**config.mk**
```make
export PLATFORM = sky130hd
export DESIGN_NAME = fifo_nibble_packer
export DESIGN_NICKNAME = d
export VERILOG_FILES = /design/src/rtl/fifo_nibble_packer.sv
export SDC_FILE = /design/constraint.sdc
export NUM_CORES = 1
export LEC_CHECK = 0
export ABC_AREA = 1
export CAP_MARGIN = 15
export CORE_MARGIN = 4
export CORE_UTILIZATION = 54
export CTS_BUF_LIST = sky130_fd_sc_hd__clkbuf_8
export DETAILED_ROUTE_END_ITERATION = 10
export PLACE_DENSITY = 0.86
export SLEW_MARGIN = 0
export SYNTH_ARGS = -nofsm -noshare
export SYNTH_HDL_FRONTEND = slang
export SYNTH_SLANG_ARGS = --single-unit
```
**constraint.sdc**
```tcl
create_clock -name clk -period 3.2 [get_ports clk]
set_input_delay 0.48 -clock clk [delete_from_list [all_inputs] [get_ports clk]]
set_output_delay 0.48 -clock clk [all_outputs]
set_load 0.05 [all_outputs]
```
**src/rtl/fifo_nibble_packer.sv**
```systemverilog
// Packs pairs of nibbles read from a first-word-fall-through FIFO into bytes
// behind a valid/ready output, with flush support for a trailing half byte.
module fifo_nibble_packer #(
  parameter int NIBBLE_WIDTH = 4,
  parameter bit LOW_FIRST    = 1'b1
) (
  input  logic                      clk,
  input  logic                      rst_n,
  input  logic                      fifo_empty,
  input  logic [NIBBLE_WIDTH-1:0]   fifo_data,
  output logic                      fifo_pop,
  input  logic                      enable,
  input  logic                      flush,
  output logic                      out_valid,
  input  logic                      out_ready,
  output logic [2*NIBBLE_WIDTH-1:0] out_data,
  output logic                      out_partial,
  output logic                      out_parity,
  output logic [7:0]                byte_count
);

  localparam int BW = 2 * NIBBLE_WIDTH;

  typedef enum logic [1:0] {
    NEED_LO = 2'd0,
    NEED_HI = 2'd1,
    HOLD    = 2'd2
  } state_t;

  state_t                  state_reg, state_next;
  logic [NIBBLE_WIDTH-1:0] nib_reg, nib_next;
  logic [BW-1:0]           data_reg, data_next;
  logic                    partial_reg, partial_next;
  logic                    parity_reg, parity_next;
  logic [7:0]              count_reg, count_next;
  logic                    armed_reg;

  logic [BW-1:0] pair_byte;
  logic [BW-1:0] flush_byte;

  // The first popped nibble lands in the low or high half depending on LOW_FIRST.
  generate
    if (LOW_FIRST) begin : g_low_first
      assign pair_byte  = {fifo_data, nib_reg};
      assign flush_byte = {{NIBBLE_WIDTH{1'b0}}, nib_reg};
    end else begin : g_high_first
      assign pair_byte  = {nib_reg, fifo_data};
      assign flush_byte = {nib_reg, {NIBBLE_WIDTH{1'b0}}};
    end
  endgenerate

  // armed_reg blocks popping on the first edge after reset release.
  always_ff @(posedge clk or negedge rst_n) begin
    if (!rst_n) begin
      state_reg   <= NEED_LO;
      nib_reg     <= '0;
      data_reg    <= '0;
      partial_reg <= 1'b0;
      parity_reg  <= 1'b0;
      count_reg   <= 8'd0;
      armed_reg   <= 1'b0;
    end else begin
      state_reg   <= state_next;
      nib_reg     <= nib_next;
      data_reg    <= data_next;
      partial_reg <= partial_next;
      parity_reg  <= parity_next;
      count_reg   <= count_next;
      armed_reg   <= 1'b1;
    end
  end

  always_comb begin
    state_next   = state_reg;
    nib_next     = nib_reg;
    data_next    = data_reg;
    partial_next = partial_reg;
    parity_next  = parity_reg;
    count_next   = count_reg;
    fifo_pop     = 1'b0;

    case (state_reg)
      NEED_LO: begin
        if (armed_reg && enable && !fifo_empty) begin
          fifo_pop   = 1'b1;
          nib_next   = fifo_data;
          state_next = NEED_HI;
        end
      end
      NEED_HI: begin
        if (armed_reg && enable) begin
          if (!fifo_empty) begin
            fifo_pop     = 1'b1;
            data_next    = pair_byte;
            partial_next = 1'b0;
            parity_next  = ^pair_byte;
            state_next   = HOLD;
          end else if (flush) begin
            data_next    = flush_byte;
            partial_next = 1'b1;
            parity_next  = ^flush_byte;
            state_next   = HOLD;
          end
        end
      end
      HOLD: begin
        // Acceptance is a pure handshake and ignores enable.
        if (out_ready) begin
          count_next = count_reg + 8'd1;
          state_next = NEED_LO;
        end
      end
      default: begin
        state_next = NEED_LO;
      end
    endcase
  end

  assign out_valid   = (state_reg == HOLD);
  assign out_data    = data_reg;
  assign out_partial = partial_reg;
  assign out_parity  = parity_reg;
  assign byte_count  = count_reg;

endmodule

```
---- Word-level counts from Yosys, hierarchy flattened ----
Cells that the tools add are included.
storage, ports and cells
  output and inout bits ................... 20
  bits in read-only memories .............. 0
  logic and storage cells ................. 41
  bits in registers ....................... 25
  latch bits .............................. 0
  memories kept ........................... 0
  input bits .............................. 10
  RAM bits ................................ 0
cells by class
  muxes and demuxes ....................... 16
  shift operators ......................... 0
  $lt $le $gt $ge ......................... 0
  equality and inequality tests ........... 7
  bitwise logic cells ..................... 0
  div/mod/pow operators ................... 0
  reduce and logical (&&, ||, !) cells .... 10
  add/sub/neg operators ................... 1
  multipliers ............................. 0
operator list
  operator               count
  $mux W8                2
  $reduce_xor A8 Y1      2
  $mux W2                5
  $add A8 B1 Y8 const B  1
  $mux W1                7
  $pmux W2 S3            1
  $ne A2 B1 Y1 const B   2
  $ne A2 B2 Y1 const B   2
  $reduce_and A2 Y1      2
  $reduce_and A4 Y1      1
  $ne A3 B3 Y1 const B   1
  $reduce_and A3 Y1      1
  $eq A2 B1 Y1 const B   1
  $eq A2 B2 Y1 const B   1
  $logic_and A1 B1 Y1    2
  $logic_not A2 Y1       1
  $pmux W1 S2            1
  $logic_not A1 Y1       1

---- Longest topological paths before layout ----
Gate-level depths: netlist of run 1.
  word-level depth ........................ 4
  mapped depth ............................ 9
  mapped depth without buffers ............ 9

---- Least setup slack after synthesis of run 1 ----
No wires, ideal clock.
  path kind ............................... input-to-output
  start point ............................. in enable
  end point ............................... out fifo_pop
  setup slack ............................. 1397 ps
  buffers on the path ..................... 0
  data required time ...................... 2720 ps
  data arrival time ....................... 1323 ps
  stages .................................. 4
  cell sequence ........................... nand2_1 inv_1 nand2_1 nor2_1
on the way
  longest elaborated chain between the ends .. 4
  elaborated cells on any way between the ends .. 5
  those cells by class .................... 3 x mux; 2 x reduce/logical
RTL lines
  what                     RTL line  source
  from (decl)              12        input logic enable,
  $logic_and A1 B1 Y1 (*)  84, 91
  $logic_and A1 B1 Y1      84        if (armed_reg && enable && !fifo_empty) begin
  $mux W1                  84
  $pmux W1 S2 (*)          82        case (state_reg)
  to (decl)                11        output logic fifo_pop,
Every way passes the cells marked *; elsewhere a longest branch is shown, timed or not.

---- Worst setup path after layout of run 1 ----
Ends and elaborated chain as after synthesis.

==> Flow_metrics.wiki, run 1 <==
{| class="wikitable"
! Metric !! Value
|-
| Result of the run || completed
|-
| Pin count of the biggest net entering global routing || 26
|-
| Area used by multi-input combinational logic || 512 µm²
|-
| Netlist area before placement || approximately 1200 µm²
|-
| Count of synthesis-stage warnings from yosys || 0
|-
| Maximum fanout encountered on the critical timing path || 3
|-
| Comb pwr share || 0.499
|-
| Final period util || 0.802
|-
| Critical path class || input pin to output port
|-
| Root buffer cell || sky130_fd_sc_hd__clkbuf_8
|-
| Floorplan die height || roughly 55 µm
|-
| Number of CTS-inserted buffers || 3
|-
| Final TNS setup || 0 ps
|-
| Hold_sp || out_data[6]$_DFFE_PN0P_
|-
| Fillers || approximately 170
|-
| Post-synthesis instance total || between 100 and 150
|-
| Nature of the critical path endpoint || output port
|-
| Startpoint type of the worst setup path || input pin
|-
| Cts repair resizes || 0
|-
| Sequential group share of total power || 0.368
|-
| Post-synthesis share of cell area spent on and, or, nand and nor gates || 0.267
|-
| Final wirelength || 2.41 mm
|-
| Number of rows in the core area || 16
|-
| Clk_lat worst skew || 260 ps
|-
| DR iter-0 viols || 9
|-
| CTS max path bufs || 2
|-
| Overall die area || between 3000 and 4000 µm²
|-
| Endpoint of the most critical register-to-register path || byte_count[7]$_DFFE_PN0P_
|-
| TritonRoute pass-1 iters || 5
|-
| Clock Skews || ~1.7 ps
|-
| Num Clock Sinks || 25
|-
| Post-synthesis sequential area ratio || 0.518
|-
| Initial antenna violation count || 0
|-
| Met1 Resource Use GR || 0.200
|-
| Switching Power || approximately 0.65 mW
|-
| Commonest cells after routing, fill and taps aside || 51 x sky130_fd_sc_hd__nand2_1, 29 x sky130_fd_sc_hd__clkdlybuf4s50_1, 25 x sky130_fd_sc_hd__dfrtp_1
|-
| Synth Area in Adders || 0.0104
|-
| Overall fraction of global-route tracks in use || 0.166
|-
| First-pass GRT wire length || around 4.2 mm
|-
| Routability-driven placement congestion ratio || roughly 0.79
|-
| FF/Latch Area || around 630 µm²
|-
| DIE WIDTH || between 50 and 60 µm
|-
| Switch share || 0.466
|-
| Crit path DAT || between 2000 and 2500 ps
|-
| Global route total overflow || 0
|-
| Post-layout utilization of the core || 0.773
|-
| Antenna diode count || 0
|-
| Number of levels the H-tree was split into || 1
|-
| Portion of netlist area occupied by mux cells || 0.00932
|-
| Hold Crit Class || flip-flop to flip-flop
|-
| Fin Hold WS || about 490 ps
|-
| Worst Reg-to-Reg Cells || 8
|-
| Unrepaired setup endpoints after global routing || no
|-
| Max-Slew Margin vs Limit || 0.661
|-
| Clock tree from TritonCTS || yes
|-
| Initial standard-cell utilization of the core || 0.592
|-
| Final cell count without fillers || between 150 and 200
|-
| Synthesized area per cell || around 8.9 µm²
|-
| Share of final-layout standard cells stronger than drive strength 1 || 0.124
|-
| Total instance count after detailed placement || around 190
|-
| # DRC || 0
|-
| Largest vdd supply drop || 0.000614 V
|-
| Hold Path Depth || 2
|-
| Cell area power density || approximately 900 nW/µm²
|-
| Endpoints failing hold || 0
|-
| Slew @ Worst Pin || a little over 500 ps
|-
| Hold worst-path end || out_data[6]$_DFFE_PN0P_
|-
| Net count after synthesis || between 100 and 150
|-
| Worst R2R Start || state_reg[0]$_DFFE_PN0P_
|-
| Via count of the first global-routing pass || between 1000 and 1500
|-
| Quantity of I/O buffers inserted on ports || 29
|-
| Final-report setup violation count || 0
|-
| Tmin final || around 2600 ps
|-
| Setup slack, reg-to-reg || around 1900 ps
|-
| Combinational family with the most area after synthesis || simple AND/OR/NAND/NOR gates
|-
| Post-CTS repair timing setup buffer count || 0
|-
| Required time at the endpoint of the critical path || about 2700 ps
|-
| Power share of the clock group || 0.133
|-
| Count of distinct cell types in the synthesized netlist || 25
|-
| Post-Synth XOR/XNOR Area || 0.0507
|-
| Achievable frequency || 390 MHz
|-
| Layout overhead on the synthesized area || 30.5%
|-
| Number of vias in the routed layout || 983
|-
| Max Cap Violations || 0
|-
| Clock-pin slew reported for the worst setup and hold paths after clock tree synthesis || roughly 90 ps
|-
| Internal power || 0.744 mW
|-
| I/O pin count || 30
|-
| Leakage power || approximately 0.77 nW
|-
| Critical path origin || enable
|-
| Met3 Resource Use GR || 0.0256
|-
| Final net count || around 180
|-
| Detailed-route vias per instance || 5.02
|-
| Final antenna-violating net count || 0
|-
| Busiest layer in global routing || met2
|-
| Number of synthesized register bits || 25
|-
| Max Transition Viols Final || 0
|-
| M2 GR Usage || 0.299
|-
| Average routed wire per standard cell || 12.3 µm
|-
| Sum of net half-perimeters after detailed placement || between 1.5 and 2 mm
|-
| Count of hold buffers inserted by post-cts repair || 0
|-
| Share of the synthesized area in compound gates (AO/OA/AOI/OAI) || 0.0828
|-
| Core outline area || slightly above 2000 µm²
|-
| Most frequent standard cell in the layout excluding fill and tap cells || sky130_fd_sc_hd__nand2_1
|}
[metal layers]
layer,up-vias,wire (µm)
met3,7,103
met5,-,0
li1,491,-
met1,457,1050
met2,28,1200
met4,0,49
[critical path, cell delays in order]
cell and delay [ps]:
sky130_fd_sc_hd__clkdlybuf4s50_1 470, sky130_fd_sc_hd__nand2_1 50, sky130_fd_sc_hd__inv_1 100, sky130_fd_sc_hd__nand2_1 60
sky130_fd_sc_hd__nor2_1 120, sky130_fd_sc_hd__clkdlybuf4s50_1 820
[through the flow]
stage / area, µm² / power, mW / setup slack [ps]
4_1_cts: 1580 / 1.40 / 627
3_5_place_dp: 1530 / 1.22 / 637
6_report: 1580 / 1.39 / 633
5_1_grt: 1580 / 1.49 / 525
2_1_floorplan: 1210 / 0.984 / 1400
3_3_place_gp: 1530 / 1.19 / 667
[cell type report]
type	instances	area share
multi-input cells	94	0.324
inverters	16	0.0381
clock buffers	3	0.0262
well taps	27	0.0214
repair buffers	30	0.189
flip-flops and latches	25	0.397
clock inverters	1	0.00476
[worst max-delay path by stage]
stage	to	slack, ps	cells after the start
finish	fifo_pop	630	6
global route	fifo_pop	520	6
CTS	fifo_pop	630	6
detailed placement	fifo_pop	640	6
global placement	fifo_pop	670	6
floorplan	fifo_pop	1400	4
[synthesized netlist by cell type (all sizes together)]
library cell | number | area [µm²]
xor2 | 4 | 35.0
conb | 1 | 3.75
inv | 16 | 60.1
ha | 1 | 12.5
o21ai | 12 | 75.1
nand3 | 8 | 67.6
buf | 1 | 11.3
nand4 | 1 | 6.26
xnor2 | 3 | 26.3
or2 | 1 | 6.26
o211a | 1 | 10.0
nor2 | 7 | 43.8
dfrtp | 25 | 626
nand2 | 51 | 191
nand3b | 1 | 7.51
o21a | 1 | 7.51
mux2 | 1 | 11.3
o31ai | 1 | 7.51
[power groups by stage]
stage | logic (mW) | clock network (mW) | registers, mW
CTS | 0.704 | 0.188 | 0.511
finish | 0.696 | 0.185 | 0.512
detailed placement | 0.699 | 0 | 0.516
floorplan | 0.226 | 0 | 0.758
global route | 0.752 | 0.206 | 0.528
global placement | 0.683 | 0 | 0.506
[cell families after synthesis]
kind of cell | Yosys count
flip-flops | 25
buffers and inverters | 17
AO/OA/AOI/OAI | 15
other | 1
adder cells (fa/ha/maj) | 1
multiplexers | 1
AND/OR/NAND/NOR | 69
XOR/XNOR | 7
Power figures use the tool's default switching activity.
==> inputs of run 2 (changes only) <==
- CORE_UTILIZATION: 54 -> 50
- PLACE_DENSITY: 0.86 -> 0.81
- clock period: 3.2 -> 2.5 ns (I/O delays scaled with it)
==> Flow_metrics.wiki, run 2 (synthesis gave the netlist of run 1 again) <==
{| class="wikitable"
! Metric !! Value
|-
| Clk_lat worst skew || 260 ps (about the same)
|-
| Global route total overflow || 0 (unchanged)
|-
| Final-report setup violation count || 0 (unchanged)
|-
| Crit path DAT || 1720 ps (was 2090 ps)
|-
| Core outline area || 2250 µm² (was 2040 µm²)
|-
| Cell breakdown of the critical path || inv_1 -> nor2_1 -> clkdlybuf4s50_1 (was clkdlybuf4s50_1 -> nand2_1 -> inv_1 -> nand2_1 -> nor2_1 -> clkdlybuf4s50_1)
|-
| Startpoint type of the worst setup path || flip-flop (was input pin)
|-
| Post-layout utilization of the core || 0.698 (was 0.773)
|-
| Achievable frequency || between 400 and 500 MHz
|-
| Root buffer cell || sky130_fd_sc_hd__clkbuf_8 (unchanged)
|-
| Floorplan die height || 57.2 µm (was 55.3 µm)
|-
| Area used by multi-input combinational logic || 512 µm² (unchanged)
|-
| Critical path buffer and inverter count || 2 (was 3)
|-
| Nature of the critical path endpoint || output port (unchanged)
|-
| Max Cap Violations || 0 (unchanged)
|-
| Final period util || 0.837
|-
| Internal power || 0.949 mW (was 0.744 mW)
|-
| First-pass GRT wire length || 3.88 mm (was 4.23 mm)
|-
| Required time at the endpoint of the critical path || 2120 ps (was 2720 ps)
|-
| DIE WIDTH || 57.2 µm (was 55.3 µm)
|-
| Final wirelength || 2.28 mm (was 2.41 mm)
|-
| Clock tree from TritonCTS || yes (unchanged)
|-
| Antenna diode count || 0 (unchanged)
|-
| Post-CTS repair timing setup buffer count || 0 (unchanged)
|-
| Commonest cells after routing, fill and taps aside || 51 x sky130_fd_sc_hd__nand2_1, 28 x sky130_fd_sc_hd__clkdlybuf4s50_1, 25 x sky130_fd_sc_hd__dfrtp_1 (was 51 x sky130_fd_sc_hd__nand2_1, 29 x sky130_fd_sc_hd__clkdlybuf4s50_1, 25 x sky130_fd_sc_hd__dfrtp_1)
|-
| Sum of net half-perimeters after detailed placement || 1.76 mm (was 1.88 mm)
|-
| Detailed-route vias per instance || 4.87 (was 5.02)
|-
| Max-Slew Margin vs Limit || 0.659 (was 0.661)
|-
| Number of rows in the core area || 17 (was 16)
|-
| Master of the slowest instance on the critical path || sky130_fd_sc_hd__clkdlybuf4s50_1 (unchanged)
|-
| TritonRoute pass-1 iters || 4 (was 5)
|-
| Final TNS setup || 0 ps (unchanged)
|-
| Final antenna-violating net count || 0 (unchanged)
|-
| Unrepaired setup endpoints after global routing || no (unchanged)
|-
| Num Clock Sinks || 25 (unchanged)
|-
| CP max stage delay || 800 ps (was 820 ps)
|-
| Clock Skews || 1.65 ps (was 1.74 ps)
|-
| Tmin final || approximately 2100 ps
|-
| Result of the run || completed (unchanged)
|-
| CTS max path bufs || 2 (unchanged)
|-
| Cell area power density || 1120 nW/µm² (was 883 nW/µm²)
|-
| Endpoints failing hold || 0 (unchanged)
|-
| Power share of the clock group || 0.129 (was 0.133)
|-
| # DRC || 0 (unchanged)
|-
| Family with the most delay on the worst path || buffers and inverters (unchanged)
|-
| Slew @ Worst Pin || 509 ps (was 507 ps)
|-
| Most frequent standard cell in the layout excluding fill and tap cells || sky130_fd_sc_hd__nand2_1 (unchanged)
|-
| Overall die area || 3270 µm² (was 3060 µm²)
|-
| Critical path class || flip-flop to output port (was input pin to output port)
|-
| Initial antenna violation count || 0 (unchanged)
|-
| Sequential group share of total power || 0.369 (was 0.368)
|-
| Comb pwr share || 0.502 (was 0.499)
|-
| Routability-driven placement congestion ratio || 0.805 (was 0.787)
|-
| Layout overhead on the synthesized area || 30.1% (was 30.5%)
|-
| I/O pin count || 30 (unchanged)
|-
| Cts repair resizes || 0 (unchanged)
|-
| Final net count || 181 (unchanged)
|-
| Overall fraction of global-route tracks in use || 0.148 (was 0.166)
|-
| Number of levels the H-tree was split into || 1 (unchanged)
|-
| Leakage power || 0.777 nW (was 0.770 nW)
|-
| Count of hold buffers inserted by post-cts repair || 0 (unchanged)
|-
| Quantity of I/O buffers inserted on ports || 29 (unchanged)
|-
| Switch share || 0.461 (was 0.466)
|-
| Pin count of the biggest net entering global routing || 26 (unchanged)
|-
| Switching Power || 0.812 mW (was 0.649 mW)
|-
| Initial standard-cell utilization of the core || 0.536 (was 0.592)
|-
| FF/Latch Area || 626 µm² (unchanged)
|-
| Number of vias in the routed layout || 959 (was 983)
|-
| Fillers || 183 (was 167)
|-
| Maximum fanout encountered on the critical timing path || 4 (was 3)
|-
| Clock-pin slew reported for the worst setup and hold paths after clock tree synthesis || 80 ps (was 90 ps)
|-
| Setup slack, reg-to-reg || 1170 ps (was 1870 ps)
|-
| Number of CTS-inserted buffers || 3 (unchanged)
|-
| DR iter-0 viols || 21 (was 9)
|-
| Largest vdd supply drop || 0.000834 V (was 0.000614 V)
|-
| Via count of the first global-routing pass || 925 (was 1015)
|-
| Average routed wire per standard cell || 11.6 µm (was 12.3 µm)
|-
| Max Transition Viols Final || 0 (unchanged)
|-
| Hold Crit Class || input pin to async pin (was flip-flop to flip-flop)
|-
| Share of final-layout standard cells stronger than drive strength 1 || 0.124 (unchanged)
|}
-- run 2: area by class of cell --
cell class              instances  area share
flip-flops and latches         25       0.398
multi-input cells              94       0.325
repair buffers                 30       0.188
inverters                      16      0.0382
clock buffers                   3      0.0263
well taps                      28      0.0223
clock inverters                 1     0.00239
-- run 2: worst paths after layout --
check                                                  to                     start  cells after the start
worst max-delay path                            out_valid  state_reg[1]$_DFFE_PN0P_                      3
worst min-delay path              out_data[3]$_DFFE_PN0P_                     rst_n                      2
worst max register to register  byte_count[7]$_DFFE_PN0P_  state_reg[0]$_DFFE_PN0P_                      8
worst min register to register    out_data[3]$_DFFE_PN0P_   out_data[3]$_DFFE_PN0P_                      2
max in group asynchronous         out_data[4]$_DFFE_PN0P_                     rst_n                      2
min in group clk                  out_data[3]$_DFFE_PN0P_   out_data[3]$_DFFE_PN0P_                      2
-- run 2: metal layers --
metal,share of wire,vias to the layer above,GRT usage,routed length [µm]
met2,0.52,24,0.269,1180
li1,-,487,-,-
met5,0,-,0,0
met4,0,0,0.0298,0
met3,0.059,0,0.0339,134
met1,0.42,448,0.179,968
-- run 2: power by group through the flow --
stage                     registers, mW  clock network [mW]  logic [mW]
after global routing              0.669               0.257       0.949
after floorplan                   0.970                   0       0.289
after global placement            0.646                   0       0.871
after detailed placement          0.656                   0       0.890
final                             0.650               0.228       0.883
after CTS                         0.649               0.239       0.893
-- run 2: metrics by stage --
stage / instance area [µm²] / hold slack [ps] / power, mW / worst slack, ps / instances
detailed placement: 1530 / 469 / 1.55 / 692 / 193
CTS: 1570 / 473 / 1.78 / 392 / 197
floorplan: 1210 / 79.4 / 1.26 / 907 / 136
global placement: 1530 / 465 / 1.52 / 721 / 193
finish: 1570 / 467 / 1.76 / 408 / 197
global route: 1570 / 496 / 1.88 / 322 / 197
